--- src/rtl/planificador_vc_pkg.sv ---
// Shared enrutamiento definitions: scheduler state encoding and default bus geometry.
package planificador_vc_pkg;

    localparam int DATA_W_DEF   = 6;
    localparam int DEST_BIT_DEF = 4;

    typedef enum logic [1:0] {
        IDLE      = 2'd0,
        ACTIVO    = 2'd1,
        BLOQUEADO = 2'd2
    } estado_t;

endpackage

--- src/rtl/planificador_elegibilidad.sv ---
// Combinational eligibility/conflict detector for the two VCs; no state, zero latency.
module planificador_elegibilidad (
    input  logic vc0_empty,
    input  logic vc1_empty,
    input  logic dest0,
    input  logic dest1,
    input  logic d0_pause,
    input  logic d1_pause,
    output logic elig0,
    output logic elig1,
    output logic conflicto
);

    logic pause0;
    logic pause1;

    // Each VC only cares about the pause flag of the destination its head targets.
    assign pause0    = dest0 ? d1_pause : d0_pause;
    assign pause1    = dest1 ? d1_pause : d0_pause;
    assign elig0     = !vc0_empty && !pause0;
    assign elig1     = !vc1_empty && !pause1;
    assign conflicto = elig0 && elig1 && (dest0 == dest1);

endmodule

--- src/rtl/planificador_vc.sv ---
// Two-VC to two-destination scheduler: combinational pops, one-cycle registered pushes,
// weighted VC0 priority on conflicts with a saturating starvation counter for VC1.
module planificador_vc
    import planificador_vc_pkg::*;
#(
    parameter int DATA_W   = DATA_W_DEF,
    parameter int DEST_BIT = DEST_BIT_DEF,
    parameter int WEIGHT   = 3
) (
    input  logic              clk,
    input  logic              reset_L,
    input  logic [DATA_W-1:0] VC0_head,
    input  logic [DATA_W-1:0] VC1_head,
    input  logic              VC0_empty,
    input  logic              VC1_empty,
    input  logic              D0_pause,
    input  logic              D1_pause,
    output logic              VC0_pop,
    output logic              VC1_pop,
    output logic              D0_push,
    output logic              D1_push,
    output logic [DATA_W-1:0] D0_out,
    output logic [DATA_W-1:0] D1_out,
    output logic [1:0]        estado
);

    localparam logic [3:0] WEIGHT_C = 4'(WEIGHT);

    logic       dest0;
    logic       dest1;
    logic       elig0;
    logic       elig1;
    logic       conflicto;
    logic [3:0] starve_cnt;
    estado_t    state;

    assign dest0  = VC0_head[DEST_BIT];
    assign dest1  = VC1_head[DEST_BIT];
    assign estado = state;

    planificador_elegibilidad u_elig (
        .vc0_empty (VC0_empty),
        .vc1_empty (VC1_empty),
        .dest0     (dest0),
        .dest1     (dest1),
        .d0_pause  (D0_pause),
        .d1_pause  (D1_pause),
        .elig0     (elig0),
        .elig1     (elig1),
        .conflicto (conflicto)
    );

    always_comb begin
        VC0_pop = 1'b0;
        VC1_pop = 1'b0;
        if (reset_L) begin
            if (conflicto) begin
                VC0_pop = (starve_cnt < WEIGHT_C);
                VC1_pop = !(starve_cnt < WEIGHT_C);
            end else begin
                VC0_pop = elig0;
                VC1_pop = elig1;
            end
        end
    end

    // Dual issue only happens with distinct destinations, so at most one VC feeds each Dk.
    always_ff @(posedge clk) begin
        if (!reset_L) begin
            D0_push    <= 1'b0;
            D1_push    <= 1'b0;
            D0_out     <= '0;
            D1_out     <= '0;
            starve_cnt <= '0;
            state      <= IDLE;
        end else begin
            D0_push <= (VC0_pop && !dest0) || (VC1_pop && !dest1);
            D1_push <= (VC0_pop && dest0) || (VC1_pop && dest1);

            if (VC0_pop && !dest0)      D0_out <= VC0_head;
            else if (VC1_pop && !dest1) D0_out <= VC1_head;

            if (VC0_pop && dest0)       D1_out <= VC0_head;
            else if (VC1_pop && dest1)  D1_out <= VC1_head;

            if (VC1_pop)
                starve_cnt <= '0;
            else if (conflicto && VC0_pop && starve_cnt < WEIGHT_C)
                starve_cnt <= starve_cnt + 4'd1;

            if (VC0_empty && VC1_empty)
                state <= IDLE;
            else if (VC0_pop || VC1_pop)
                state <= ACTIVO;
            else
                state <= BLOQUEADO;
        end
    end

endmodule

--- config.mk ---
export PLATFORM = sky130hd
export DESIGN_NAME = planificador_vc
export DESIGN_NICKNAME = d
export VERILOG_FILES = /design/src/rtl/planificador_vc_pkg.sv /design/src/rtl/planificador_elegibilidad.sv /design/src/rtl/planificador_vc.sv
export SDC_FILE = /design/constraint.sdc
export NUM_CORES = 1
export LEC_CHECK = 0
export CAP_MARGIN = 20
export CORE_MARGIN = 1
export CORE_UTILIZATION = 43
export CTS_CLUSTER_SIZE = 25
export DETAILED_ROUTE_END_ITERATION = 10
export PLACE_DENSITY_LB_ADDON = 0.15
export SLEW_MARGIN = 15
export SYNTH_ARGS = -nofsm -noshare
export SYNTH_HDL_FRONTEND = slang
export SYNTH_HIERARCHICAL = 1
export SYNTH_SLANG_ARGS = --single-unit
export TNS_END_PERCENT = 100
--- constraint.sdc ---
create_clock -name clk -period 3.2 [get_ports clk]
set_clock_uncertainty 0.2 [all_clocks]
set_input_delay 0.64 -clock clk [delete_from_list [all_inputs] [get_ports clk]]
set_output_delay 0.64 -clock clk [all_outputs]
set_load 0.01 [all_outputs]
==> impl_metrics.json, run 1 <==
{
  "status": "finished clean",
  "switchingPower_uw": 140.6,
  "crit_type": "in -> out",
  "drt_first_pass_iters": 4,
  "drtAntennaViolNets": 0,
  "dp_hpwl_um": 1985,
  "htree_levels": 1,
  "crit_path_start_kind": "primary input",
  "rsz0062_at_grt": "no",
  "ys_types": 32,
  "cp.required_ns": 2.36,
  "clkPwrFrac_pct": 22.7,
  "finalHoldViolCount": 0,
  "ys.flop_type": "dfxtp_1",
  "r2r_slack_ns": 0.92,
  "synth.top_cell.area_share_pct": 40.76,
  "first_iter_violations": 41,
  "gp_congestion": 0.8432,
  "finalSetupViolations": 0,
  "final_cells": 184,
  "yosys.cell_count.top_type": "dfxtp_1",
  "hold_buffers": 0,
  "setup.worst_path.end_class": "output port",
  "yosysTopAreaCell": "dfxtp_1",
  "power.density_nw_per_um2": 342.0,
  "netlist_area_um2": 982.2,
  "synthMuxAreaShare_pct": 1.019,
  "clk_latency_ns": 0.29,
  "slew_violations": 0,
  "synth-xor-area-share_pct": 0,
  "slowest_stage": "or4b_4",
  "whs_ns": 0.2851,
  "cts.path.max_buffers": 2,
  "via_per_inst": 5.842,
  "antenna_found_initial": 0,
  "synthTopCellsByArea": "dfxtp_1 (41%), a311oi_1 (9.8%), a211oi_1 (9.2%)",
  "slew_headroom_pct": 75.19,
  "grt_use_total_pct": 25.76,
  "grt_max_degree": 26,
  "synth_fa_ha_area_share_pct": 1.274,
  "overflow": 0,
  "hold_path.class": "reg -> reg",
  "postRouteWirelength_um": 2718,
  "fin_crit_sh_pct": 97.47,
  "port_buffers": 35,
  "die_w_um": 49.79,
  "cts_tree": "done",
  "synth_top_family_by_area": "compound AO/OA/AOI/OAI gates",
  "drc": 0,
  "worst-path-max-fanout": 2,
  "synth_common_cells": "dfxtp_1 (20), a211oi_1 (12), a311oi_1 (11)",
  "grt_pass1_wl_um": 4871,
  "slowest_delay_ns": 0.51,
  "core_area_um2": 2062,
  "p_leak_nw": 0.5734,
  "finalSetupTns_ns": 0,
  "die_y_um": 49.79,
  "combPwrFrac_pct": 25.6,
  "numClockSinks": 20,
  "synth_edf_count": 0,
  "vias": 1075,
  "drive_gt1_share_pct": 17.20,
  "crit_chain": "dlygate4sd2_1 > or3_4 > a211oi_4 > or4b_4 > a21oi_2 > buf_2",
  "ir_drop_v": 0.0002828,
  "synth_seq_cells": 20,
  "syn-mean-instance-area_um2": 9.011,
  "synthesis.nets": 128,
  "n_antenna_cell": 0,
  "initial_core_util_pct": 47.63,
  "worst_pin_slew_ns": 0.3705,
  "root_buffer": "clkbuf_4",
  "dp_cells": 180,
  "nets": 178,
  "synth_cells": 109,
  "ys_async_sr_fraction_pct": 0,
  "die-area_um2": 2479,
  "rows": 16,
  "ys_warn_count": 6,
  "cp.arrival_ns": 2.28,
  "syn_to_final_growth_pct": 54.52,
  "io-pin-count": 36,
  "switching_share_pct": 27.08,
  "clkTransAtPathRegs_ns": 0.10,
  "cts_inserted_buffers": 3,
  "seq_area_frac_synth_pct": 40.76,
  "seqPwrFrac_pct": 51.7,
  "grt_pass1_vias": 1059,
  "synth_compound_area_share_pct": 32.48,
  "wl_per_cell_um": 14.77,
  "finalCriticalPeriod_ns": 3.119,
  "yosys.area_share.simple_pct": 20.25,
  "cap_viol_max_count": 0,
  "power.internal_uw": 378.5,
  "max_freq_mhz": 320.6
}
[logic make-up (layout without fill, tap and decap cells)]
group | count (synthesis) | in the layout
mux | 1 | 1
fa+ha+maj | 1 | 1
buf+inv | 10 | 58
simple gates | 35 | 35
compound gates | 42 | 42
flops | 20 | 20
[flip-flops by register name (all words and copies together) (netlist names)]
name,cells
D0_out,6
D1_out,6
starve_cnt,4
estado,2
D0_push,1
D1_push,1
[what timing repair did]
| action | in CTS | in global routing |
|---|---|---|
| resized for setup | 12 | 3 |
| setup buffers | 1 | 0 |
| pin swaps | 3 | 3 |
| setup endpoints to repair | 2 | 2 |
[layout by cell type, fill, tap and decap left out]
master and count:
a311oi_1 11, or3_4 1, o21ai_1 1, nand3_1 7, and3_1 2, or4b_4 1
nand2b_1 2, inv_1 2, a22oi_1 1, nand4_1 5, buf_2 1, nor3_1 1
buf_4 17, clkdlybuf4s50_1 29, a21o_1 2, o211a_1 1, and2b_1 1, a21oi_2 1
clkbuf_4 3, nand3b_1 1, o21ai_0 5, and4_1 1, o31ai_1 5, a211oi_4 1
ha_1 1, nor2b_1 1, o21a_1 1, a211oi_1 12, dlygate4sd2_1 2, o211ai_1 1
buf_6 1, nand2_1 7, nor4b_4 1, dlymetal6s2s_1 1, clkdlybuf4s15_1 2, dfxtp_1 20
nor2_1 4, mux2i_1 1
[power groups by stage]
stage / combinational, mW / sequential, mW / clock [mW]
global placement: 0.129 / 0.274 / 0
finish: 0.133 / 0.268 / 0.118
CTS: 0.132 / 0.269 / 0.118
detailed placement: 0.132 / 0.274 / 0
floorplan: 0.0464 / 0.280 / 0
global route: 0.143 / 0.271 / 0.132
[layout make-up]
| type | count | area (µm²) |
|---|---|---|
| multi-input cells | 79 | 569.3 |
| fillers | 158 | 544.3 |
| well taps | 27 | 33.78 |
| clock buffers | 3 | 22.52 |
| flip-flops and latches | 20 | 400.4 |
| inverters | 2 | 7.507 |
| repair buffers | 53 | 484.2 |
[metrics by stage]
stage / instance area [µm²] / setup WS [ns] / power [mW] / utilization, %
floorplan: 993.5 / 0.01428 / 0.3268 / -
global placement: 1471 / -0.5545 / 0.4030 / 71.36
detailed placement: 1471 / -0.6091 / 0.4058 / 71.36
CTS: 1513 / 0.01552 / 0.5186 / 73.36
global route: 1518 / 0.01614 / 0.5458 / 73.60
finish: 1518 / 0.08102 / 0.5191 / 73.60
[routing by layer]
layer  GRT usage, %  vias to the layer above  share of wire (%)
met5              0                        -                  0
met4          8.095                        0               0.88
met3          4.012                        4                5.4
met2          41.67                       45                 46
met1          34.86                      495                 47
li1               -                      531                  -
[worst max-delay path, delay by kind of cell]
| family | cells | cell delay, ns |
|---|---|---|
| buffers and inverters | 2 | 0.39 |
| AO/OA/AOI/OAI | 2 | 0.40 |
| AND/OR/NAND/NOR | 2 | 0.85 |
[path summary, 6_finish.rpt]
| kind | startpoint | to | cells past startpoint |
|---|---|---|---|
| setup reg to reg | starve_cnt[0] | D0_out[2] | 6 |
| hold / removal | D1_out[4] | D1_out[4] | 2 |
| hold reg to reg | D1_out[4] | D1_out[4] | 2 |
| setup / recovery | VC1_head[4] | VC0_pop | 6 |
Power figures use the tool's default switching activity.
==> inputs of run 2 (changes only) <==
Settings changed: SETUP_SLACK_MARGIN set to 0.15.
==> impl_metrics.json, run 2 (synthesis gave the netlist of run 1 again) <==
{
  "mostFrequentLayoutCells": "clkdlybuf4s50_1 (29), dfxtp_1 (20), buf_4 (17)",
  "cts_tree": "done",
  "rsz0062_at_grt": "no",
  "fin_util_pct": 73.85,
  "drive_gt1_share_pct": 19.75,
  "postRouteWirelength_um": 2867,
  "worst-path-max-fanout": 2,
  "fin_crit_sh_pct": 94.16,
  "placed_area_um2": 1469,
  "finalSetupTns_ns": 0,
  "clkPwrFrac_pct": 27.1,
  "finalCriticalPeriod_ns": 3.013,
  "nFillCells": 161,
  "core_area_um2": 2062,
  "cp.required_ns": 2.36,
  "status": "finished clean",
  "slew_headroom_pct": 75.76,
  "first_iter_violations": 43,
  "crit_path_start_kind": "primary input",
  "grt_max_degree": 26,
  "numClockSinks": 20,
  "port_buffers": 35,
  "nets": 177,
  "cap_viol_max_count": 0,
  "hold_buffers": 0,
  "finalSetupViolations": 0,
  "grt_use_total_pct": 26.39,
  "switching_share_pct": 27.07,
  "crit_type": "in -> out",
  "drt_first_pass_iters": 4,
  "syn_to_final_growth_pct": 55.03,
  "slew_violations": 0,
  "finalHoldViolCount": 0,
  "drtAntennaViolNets": 0,
  "drc": 0,
  "seqPwrFrac_pct": 48.5,
  "root_buffer": "clkbuf_4",
  "die_w_um": 49.79,
  "whs_ns": 0.2939,
  "layout_commonest_cell": "clkdlybuf4s50_1",
  "fin_area_um2": 1523,
  "cts_inserted_buffers": 3,
  "grt_pass1_vias": 1110,
  "rows": 16,
  "setup.worst_path.end_class": "output port",
  "via_per_inst": 6.038,
  "grt_pass1_wl_um": 4968,
  "antenna_found_initial": 0,
  "cp.arrival_ns": 2.17,
  "die_y_um": 49.79,
  "ir_drop_v": 0.0002873,
  "gp_congestion": 0.8167,
  "dp_hpwl_um": 2052,
  "switchingPower_uw": 150.0,
  "hold_path.class": "reg -> reg",
  "initial_core_util_pct": 47.63,
  "power.density_nw_per_um2": 363.8,
  "finalPower_uw": 553.9,
  "reg_top3": "D0_out: 6 flops, D1_out: 6 flops, starve_cnt: 4 flops",
  "power.internal_uw": 404.0,
  "wl_per_cell_um": 15.58,
  "max_freq_mhz": 331.9,
  "cts.path.max_buffers": 2,
  "combPwrFrac_pct": 24.4,
  "die-area_um2": 2479,
  "clk_latency_ns": 0.31,
  "p_leak_nw": 0.5671,
  "io-pin-count": 36,
  "vias": 1111,
  "worst_pin_slew_ns": 0.3621,
  "htree_levels": 1,
  "overflow": 0,
  "n_antenna_cell": 0,
  "clkTransAtPathRegs_ns": 0.11
}
[run 2: changes by cell type in the layout (fill, tap and decap cells not counted)]
| cell | delta |
|---|---|
| a21oi_4 | +1 |
| clkdlybuf4s15_1 | -1 |
| dlymetal6s2s_1 | -1 |
| a211oi_2 | +1 |
| a21oi_2 | -1 |
| a211oi_1 | -1 |
| dlygate4sd2_1 | -1 |
| buf_2 | +2 |
| clkbuf_8 | +1 |
[run 2: routing by layer]
layer  up-vias  global-route usage (%)  share of wire, %
met5         -                       0                 0
met4         0                   14.29               1.7
met3         5                   5.247               7.4
met2        55                   40.54                47
met1       517                   34.41                44
li1        534                       -                 -
[run 2: worst max-delay path, stage by stage]
cell and delay (ns):
buf_2 0.10, or3_4 0.38, a211oi_4 0.22, or4b_4 0.52, a21oi_4 0.18, buf_6 0.12
[run 2: final cells by class]
cell class	count	area, µm²	share of cell area (%)
Clock buffer	4	36.28	2.383
Inverter	2	7.507	0.4930
Tap cell	27	33.78	2.219
Multi-Input combinational cell	79	581.8	38.21
Sequential cell	20	400.4	26.29
Timing Repair Buffer	52	462.9	30.40
[run 2: power groups by stage]
stage               combinational (mW)  clock (mW)  sequential (mW)
finish                           0.135       0.150            0.269
global route                     0.145       0.166            0.270
CTS                              0.132       0.150            0.269
detailed placement               0.132           0            0.274
global placement                 0.130           0            0.274
floorplan                       0.0489           0            0.280
[run 2: final timing paths]
path	start	end	slack (ns)	cells past startpoint
max reg2reg	starve_cnt[0]	D0_out[0]	0.90	6
max	VC0_head[4]	VC0_pop	0.19	6
min reg2reg	D1_out[4]	D1_out[4]	0.29	2
min	D1_out[4]	D1_out[4]	0.29	2
[run 2: repair_timing]
item | CTS | global route
endpoints found under the setup margin | 2 | 2
resized for setup | 20 | 3
buffers inserted | 2 | 0
pin swaps | 3 | 2
[run 2: through the flow]
| stage | std cells | setup slack [ns] |
|---|---|---|
| floorplan | 109 | 0.1281 |
| global placement | 178 | -0.5575 |
| detailed placement | 178 | -0.6118 |
| CTS | 184 | 0.1721 |
| global route | 184 | 0.1544 |
| finish | 184 | 0.1869 |
==> inputs of run 3 (changes only) <==
Settings changed: SLEW_MARGIN 15 to not set.
==> results of run 3 <==
No change in the layout: final DEF, timing and power equal those of run 2.
